**src/rtl/isqrt_pkg.sv**
```systemverilog
// Shared widths, per-step pipeline record and a reference square root
// used by the bench model.
package isqrt_pkg;

  localparam int X_W   = 32;
  localparam int Y_W   = 16;
  localparam int REM_W = 18;

  typedef struct packed {
    logic [REM_W-1:0] rem;
    logic [Y_W-1:0]   root;
    logic [X_W-1:0]   xr;
  } isqrt_stage_t;

  // Greedy bit-by-bit search on the square: keep each root bit whose square still fits.
  function automatic logic [Y_W-1:0] isqrt_ref(input logic [X_W-1:0] x);
    logic [Y_W-1:0] r;
    logic [Y_W-1:0] c;
    logic [X_W-1:0] sq;
    r = '0;
    for (int b = Y_W - 1; b >= 0; b--) begin
      c  = r | (Y_W'(1) << b);
      sq = X_W'(c) * X_W'(c);
      if (sq <= x) r = c;
    end
    return r;
  endfunction

endpackage

```
**src/rtl/isqrt_step.sv**
```systemverilog
// One restoring square-root digit step: consumes the top two argument bits
// and resolves one root bit. Purely combinational.
module isqrt_step
  import isqrt_pkg::*;
(
  input  isqrt_stage_t i_cur,
  output isqrt_stage_t o_nxt
);

  logic [REM_W-1:0] w_trial;
  logic [REM_W:0]   w_diff;
  logic             w_unused;

  assign w_trial  = {i_cur.rem[Y_W-1:0], i_cur.xr[X_W-1:X_W-2]};
  // Extra top bit of the difference is the borrow.
  assign w_diff   = {1'b0, w_trial} - {1'b0, i_cur.root, 2'b01};
  assign w_unused = ^i_cur.rem[REM_W-1:Y_W];

  always_comb begin
    o_nxt.xr   = i_cur.xr << 2;
    o_nxt.rem  = w_trial;
    o_nxt.root = {i_cur.root[Y_W-2:0], 1'b0};
    if (!w_diff[REM_W]) begin
      o_nxt.rem  = w_diff[REM_W-1:0];
      o_nxt.root = {i_cur.root[Y_W-2:0], 1'b1};
    end
  end

endmodule

```
**src/rtl/isqrt_pipe.sv**
```systemverilog
// Fully pipelined 32-bit integer square root, one argument per clock,
// result floor(sqrt(x)) exactly N_STAGES cycles later.
module isqrt_pipe
  import isqrt_pkg::*;
#(
  // Must divide 16 (2, 4, 8 or 16); each register stage resolves 16/N_STAGES root bits.
  parameter int N_STAGES = 16
) (
  input  logic           clk,
  input  logic           rst,
  input  logic           x_vld,
  input  logic [X_W-1:0] x,
  output logic           y_vld,
  output logic [Y_W-1:0] y
);

  localparam int STEPS = Y_W / N_STAGES;

  logic [N_STAGES-1:0] r_vld;
  logic                w_unused;

  always_ff @(posedge clk or negedge rst) begin
    if (!rst) begin
      r_vld <= '0;
    end else begin
      r_vld <= {r_vld[N_STAGES-2:0], x_vld};
    end
  end

  genvar gi, gj;
  generate
    for (gi = 0; gi < N_STAGES; gi++) begin : g_stage
      isqrt_stage_t w_chain [STEPS+1];
      isqrt_stage_t r_data;
      logic         w_in_vld;

      if (gi == 0) begin : g_first
        assign w_chain[0] = {{REM_W{1'b0}}, {Y_W{1'b0}}, x};
        assign w_in_vld   = x_vld;
      end else begin : g_next
        assign w_chain[0] = g_stage[gi-1].r_data;
        assign w_in_vld   = r_vld[gi-1];
      end

      for (gj = 0; gj < STEPS; gj++) begin : g_step
        isqrt_step u_step (
          .i_cur (w_chain[gj]),
          .o_nxt (w_chain[gj+1])
        );
      end

      // Data only advances with a valid, so idle cycles leave y untouched.
      always_ff @(posedge clk or negedge rst) begin
        if (!rst) begin
          r_data <= '0;
        end else if (w_in_vld) begin
          r_data <= w_chain[STEPS];
        end
      end
    end
  endgenerate

  assign y_vld    = r_vld[N_STAGES-1];
  assign y        = g_stage[N_STAGES-1].r_data.root;
  assign w_unused = ^{g_stage[N_STAGES-1].r_data.rem, g_stage[N_STAGES-1].r_data.xr};

endmodule

```
**config.mk**
```make
export PLATFORM = sky130hd
export DESIGN_NAME = isqrt_pipe
export DESIGN_NICKNAME = d
export VERILOG_FILES = /design/src/rtl/isqrt_pkg.sv /design/src/rtl/isqrt_step.sv /design/src/rtl/isqrt_pipe.sv
export SDC_FILE = /design/constraint.sdc
export NUM_CORES = 1
export LEC_CHECK = 0
export BUFFER_PORTS_ARGS = -buffer_cell sky130_fd_sc_hd__buf_2
export CORE_MARGIN = 2
export CORE_UTILIZATION = 40
export DETAILED_ROUTE_END_ITERATION = 8
export GPL_TIMING_DRIVEN = 0
export MAX_ROUTING_LAYER = met4
export SKIP_CTS_REPAIR_TIMING = 1
export SYNTH_ARGS = -nofsm -noshare
export SYNTH_HDL_FRONTEND = slang
export SYNTH_SLANG_ARGS = --single-unit
```
**constraint.sdc**
```tcl
create_clock -name clk -period 2.45 [get_ports clk]
set_input_delay 0.245 -clock clk [delete_from_list [all_inputs] [get_ports clk]]
set_output_delay 0.245 -clock clk [all_outputs]
set_load 0.1 [all_outputs]
```
==> run summary, run 1 <==
Slew Limit Fails = 0
Actual slew at the worst max-slew pin = 0.9606 ns
Worst R2R Path Depth = 8
Met1 global-route usage = 24.82%
Inserted Clock Buffers = 66
Worst R2R Setup Slack = -0.30 ns
FF-to-FF End = g_stage[7].r_data[62]
Reg-to-Reg Start = g_stage[6].r_data[48]
Post-synthesis cell type count = 75
Pwr Density = 1231 nW/µm²
CP delay by family, top = compound AO/OA/AOI/OAI gates
GR peak layer = met2
Initial antenna violation count = 1
Met2 Use GR = 27.99%
Outcome = complete, but fails checks
Critical path launch point type = flop
Die X = 279.1 µm
Clock Latency Late Sink = 0.61 ns
Fin cells = 4199
Final worst setup slack = -0.2969 ns
Final hold violations = 0
Starting Density = 40.52%
Die Y = 279.1 µm
Setup-failing EPs final = 58
Clock sinks = 608
YS warnings = 0
Violated checks = setup timing
Antenna viol nets, final = 0
Max stage delay on crit path = 0.45 ns
Crit share post-route = 112.1%
Yosys top cell area share = 50.27%
Area contributors post-synth = dfrtp_1 (50%), mux2_2 (9.9%), ha_1 (5.6%), o21ai_0 (3.8%), a21oi_1 (3.1%)
Max-cap viol count = 0
Proportion of layout cells with a drive suffix above 1 = 25.45%
Io pins = 52
Cells after DPL = 3927
Drt initial violations = 1174
Hpwl dp = 48950 µm
Vias in the first global route = 21150
Port-buffer cells = 51
Worst VDD drop = 600.8 µV
CTS tree = yes
Fin Setup TNS = -4.332 ns
CTS H-tree depth = 3
Post-synth ARST share = 100.0%
Final Cell Area = 37340 µm²
Largest net degree at the start of global routing = 122
Fmax = 364.0 MHz
Fill cells = 6659
Total GRT Usage = 18.01%
Root Driver = clkbuf_16
Clock transition at path regs = 0.06 ns
Hold Path Class = primary input to asynchronous set/reset pin
Syn_area_per_cell = 10.43 µm²
Vias = 22050
Worst clock skew = 0.02555 ns
RePlAce Congestion = 0.8872
Diode count = 0
Critical path arrival = 3.28 ns
First-pass GRT wire length = 111900 µm
CP Cell Sequence = ha_4 > nor2b_4 > o31a_1 > o31a_1 > o211a_4 > or4_4 > or3_4 > a31oi_4
Synth-to-layout area growth = 23.36%
Net Count, Synth = 3071
Final #Nets = 3348
WP data required = 2.99 ns
Slew HR = 35.96%
Yosys top cell by area = dfrtp_1
Synthesis-stage register bit count = 608
Pwr Total = 45.98 mW
Placed inst area = 32030 µm²
Tmin final = 2.747 ns
CP Buf/Inv Count = 0
Die Area = 77880 µm²
Crit end category = flop
Drt pass-1 iters = 5
WS Path Type = flop to flop
Worst path slowest cell = dfrtp_2
Ys flop type = dfrtp_1
GR Util met3 = 2.544%
DRC = 0
Mapped Cells = 2901
Clk buf depth = 3
Crit path top cell by count = o31a_1
Post-Syn Area = 30270 µm²
Routed len/inst = 16.86 µm
RSZ-0062 raised after global routing = true
Row count = 100
Sequential area share after synthesis = 50.27%
Routed WL = 70780 µm
Core area = 74700 µm²
Remaining global-route overflow = 0
Crit Path Max Fanout = 8
Most frequent cell after synthesis = dfrtp_1
EDFF count, synth = 0
Pleak = 15.82 nW
Commonest cells post-synth = dfrtp_1 (608), mux2_2 (265), nand2_1 (236)
Avg Vias per Cell = 5.252
[registers in the layout, indices dropped and copies added (netlist names)]
name	cells
g_stage.r_data	538
g_stage.w_chain	38
r_vld	16
y	16
[cells in the final DEF, fill, tap and decap left out, drive strengths merged, types with 9 or more instances in the layout]
master and n:
a211oi 20, a21o 33, a21oi 189, a31oi 43, buf 199, clkbuf 183
clkinv 22, dfrtp 608, dlygate4sd3 35, ha 135, inv 193, mux2 265
mux2i 77, nand2 236, nand2b 22, nand3 34, nor2 234, nor2b 36
nor3 43, nor3b 10, nor4 15, o211ai 14, o21a 34, o21ai 230
o31a 9, or3 22, or4 13, xnor2 93, xor2 35
[final cells by class]
cell class	count	area [µm²]	area share, %
timing repair buffer	214	1877	5.027
clock buffer	86	1827	4.893
tap	969	1212	3.247
multi-input combinational	1981	15480	41.46
buffer	117	578.1	1.548
inverter	190	713.2	1.910
clock inverter	34	420.4	1.126
sequential	608	15230	40.78
[metal layers]
metal  up-vias  part of all wire, %
li1      10760                    -
met1     10880                   47
met2       311                   48
met3       103                  2.9
met4         0                  2.1
met5         -                    0
[worst max path at each step]
stage | from | endpoint | cells after the start
after global routing | g_stage[6].r_data[48] | g_stage[7].r_data[62] | 8
final | g_stage[6].r_data[48] | g_stage[7].r_data[62] | 8
after CTS | g_stage[8].r_data[32] | g_stage[10].w_chain[124] | 10
after detailed placement | g_stage[8].r_data[32] | g_stage[10].w_chain[124] | 10
after global placement | rst | g_stage[7].r_data[62] | 1
after floorplan | g_stage[6].r_data[32] | g_stage[7].r_data[62] | 9
[stage by stage]
stage	util (%)	setup WS (ns)	hold WS [ns]
after global routing	49.98	-0.3765	0.2729
after detailed placement	42.88	-0.6159	0.1978
final	49.98	-0.2969	0.2691
after CTS	45.88	-0.6455	-0.4542
after global placement	42.64	-11.82	0.3555
after floorplan	-	-0.1445	-0.05059
[power by group]
part | internal, mW | switching (mW)
registers | 13.2 | 2.82
clock network | 5.98 | 4.32
logic | 9.84 | 9.84
[cells by family after synthesis]
family	synth area share [%]
AND/OR/NAND/NOR	10.79
AO/OA/AOI/OAI	13.29
flip-flops	50.27
multiplexers	12.41
buffers and inverters	3.960
adder cells (fa/ha/maj)	5.581
XOR/XNOR	3.704
[worst min-delay path, stage by stage]
cell and delay, ns:
dlygate4sd3_1 0.58, buf_8 0.17, buf_16 0.26
Power figures use the tool's default switching activity.
==> run 2: changes to the inputs <==
==> constraint.sdc (replaced) <==
create_clock -name clk -period 2.45 [get_ports clk]
set_input_delay 0.3675 -clock clk [delete_from_list [all_inputs] [get_ports clk]]
set_output_delay 0.3675 -clock clk [all_outputs]
set_load 0.1 [all_outputs]
==> run 2 against run 1 <==
  * Critical path type unchanged
  * Setup slack better by 0.0066 ns
  * Final cell count is essentially flat
  * Via count barely moved
  * Sequential power hardly changed
  * Largest cell class unchanged
  * Utilization hardly changed
  * Total power about the same
  * Register-to-register slack hardly changed
  * Critical endpoint unchanged
  * Critical path depth did not move
  * The flow still finishes with violations (setup timing)
  * Non-clock buffer count fell by 3
  * Die area is the same
  * Fmax increased by 0.24%
  * Wire length hardly changed
==> run summary, run 2 (same netlist as run 1, synthesis figures left out) <==
Vias in the first global route = 21150
Tmin final = 2.740 ns
Starting Density = 40.52%
Max stage delay on crit path = 0.45 ns
Clock sinks = 608
DRT met1 WL = 33520 µm
Cell-internal power = 29.00 mW
Inserted Clock Buffers = 66
Final worst setup slack = -0.2903 ns
Top reg by flops = g_stage.r_data
Critical path arrival = 3.27 ns
Most frequent cells in the layout = dfrtp_1 (598), mux2_2 (254), nor2_1 (231)
Clock share of power = 22.4%
Synth-to-layout area growth = 23.26%
Fmax = 364.9 MHz
Worst clock skew = 0.02682 ns
Crit path top cell by count = o31a_1
Vias = 22070
Worst path slowest cell = dfrtp_2
Antenna viol nets, final = 0
WP data required = 2.98 ns
Remaining global-route overflow = 0
Drt initial violations = 1210
Port-buffer cells = 51
Clock Latency Late Sink = 0.61 ns
Actual slew at the worst max-slew pin = 0.9453 ns
Worst VDD drop = 600.5 µV
Violated checks = setup timing
Die Y = 279.1 µm
Slew Limit Fails = 0
Pleak = 15.81 nW
Drt pass-1 iters = 7
Diode count = 0
Pwr Density = 1233 nW/µm²
Clock transition at path regs = 0.06 ns
Max-cap viol count = 0
Fill cells = 6664
Switching part of the total power = 36.93%
Clk buf depth = 3
CTS H-tree depth = 3
Switching pwr = 16.98 mW
Slew HR = 36.98%
Routed wl met3 = 1943 µm
Die Area = 77880 µm²
Routed len/inst = 16.88 µm
Crit share post-route = 111.8%
Logic pwr share = 42.8%
Total GRT Usage = 18.01%
First-pass GRT wire length = 111900 µm
DRC = 0
Avg Vias per Cell = 5.259
CTS tree = yes
Final hold violations = 0
Largest net degree at the start of global routing = 122
Hold Path Cell Cnt = 3
RePlAce Congestion = 0.8872
WS Path Type = flop to flop
Io pins = 52
CP Cell Sequence = ha_4 > nor2b_4 > o31a_1 > o31a_1 > o211a_4 > or4_4 > or3_4 > a31oi_4
Setup-failing EPs final = 58
Worst R2R Path Depth = 8
Finished Core Util = 49.94%
Row count = 100
Most common cell after layout, fill and taps aside = dfrtp_1
Outcome = complete, but fails checks
Root Driver = clkbuf_16
Max reg flops = 538
Critical path launch point type = flop
Final #Nets = 3345
Proportion of layout cells with a drive suffix above 1 = 25.47%
Hpwl dp = 48950 µm
Met2 WL = 33850 µm
DR top layer = met4
Crit end category = flop
Core area = 74700 µm²
Fin Setup TNS = -4.180 ns
Power share of the sequential group = 34.8%
Crit Path Max Fanout = 8
Hold Path Class = primary input to flop
Routed WL = 70820 µm
Die X = 279.1 µm
Initial antenna violation count = 1
RSZ-0062 raised after global routing = true
## run 2: cell count changes in the layout (fill, tap and decap cells not counted)
cell           delta
dlygate4sd3_1     -3
## run 2: power groups by stage
stage                     sequential [mW]  combinational [mW]  clock [mW]
after floorplan                      15.3                12.4           0
after global placement               15.9                15.5           0
after detailed placement             16.0                15.7           0
after CTS                            15.8                15.8        10.5
after global routing                 16.5                21.7        11.0
final                                16.0                19.7        10.3
## run 2: stage by stage
| stage | instances | hold slack, ns | power (mW) | setup slack (ns) | cell area, µm² |
|---|---|---|---|---|---|
| floorplan | 2901 | 0.07191 | 27.72 | -0.1445 | 30380 |
| global placement | 3921 | 0.3555 | 31.38 | -11.94 | 31850 |
| detailed placement | 3927 | 0.3203 | 31.64 | -0.6159 | 32030 |
| CTS | 4047 | -0.3317 | 42.17 | -0.6455 | 34270 |
| global route | 4196 | 0.04258 | 49.18 | -0.3765 | 37310 |
| finish | 4196 | 0.02850 | 45.98 | -0.2903 | 37310 |
## run 2: path summary, 6_finish.rpt
| check | start | endpoint | slack (ns) |
|---|---|---|---|
| worst min register to register | r_vld[6] | r_vld[7] | 0.37 |
| worst min-delay path | x[31] | g_stage[0].r_data[32] | 0.03 |
| min in group asynchronous | rst | g_stage[14].r_data[42] | 0.39 |
| max in group asynchronous | rst | g_stage[5].r_data[27] | 0.41 |
| worst max register to register | g_stage[6].r_data[48] | g_stage[7].r_data[62] | -0.29 |
| worst max-delay path | g_stage[6].r_data[48] | g_stage[7].r_data[62] | -0.29 |
## run 2: worst max-delay path: cells and delay by family, from the launching register on
| kind | cells | cell delay, ns |
|---|---|---|
| flip-flops | 1 | 0.45 |
| AND/OR/NAND/NOR | 3 | 0.89 |
| AO/OA/AOI/OAI | 4 | 1.05 |
| adder cells (fa/ha/maj) | 1 | 0.26 |
## run 2: metal layers
metal / GRT usage [%] / vias to the layer above
met5: - / -
met4: 4.563 / 0
met1: 24.82 / 10910
met2: 27.99 / 298
li1: - / 10750
met3: 2.544 / 104
## run 2: layout make-up
type                       instances  area [µm²]  area share, %
buffer                           117       578.1          1.550
clock buffer                      86        1827          4.897
clock inverter                    34       420.4          1.127
inverter                         190       713.2          1.912
multi-input combinational       1981       15480          41.50
sequential                       608       15230          40.82
tap                              969        1212          3.250
timing repair buffer             211        1847          4.950
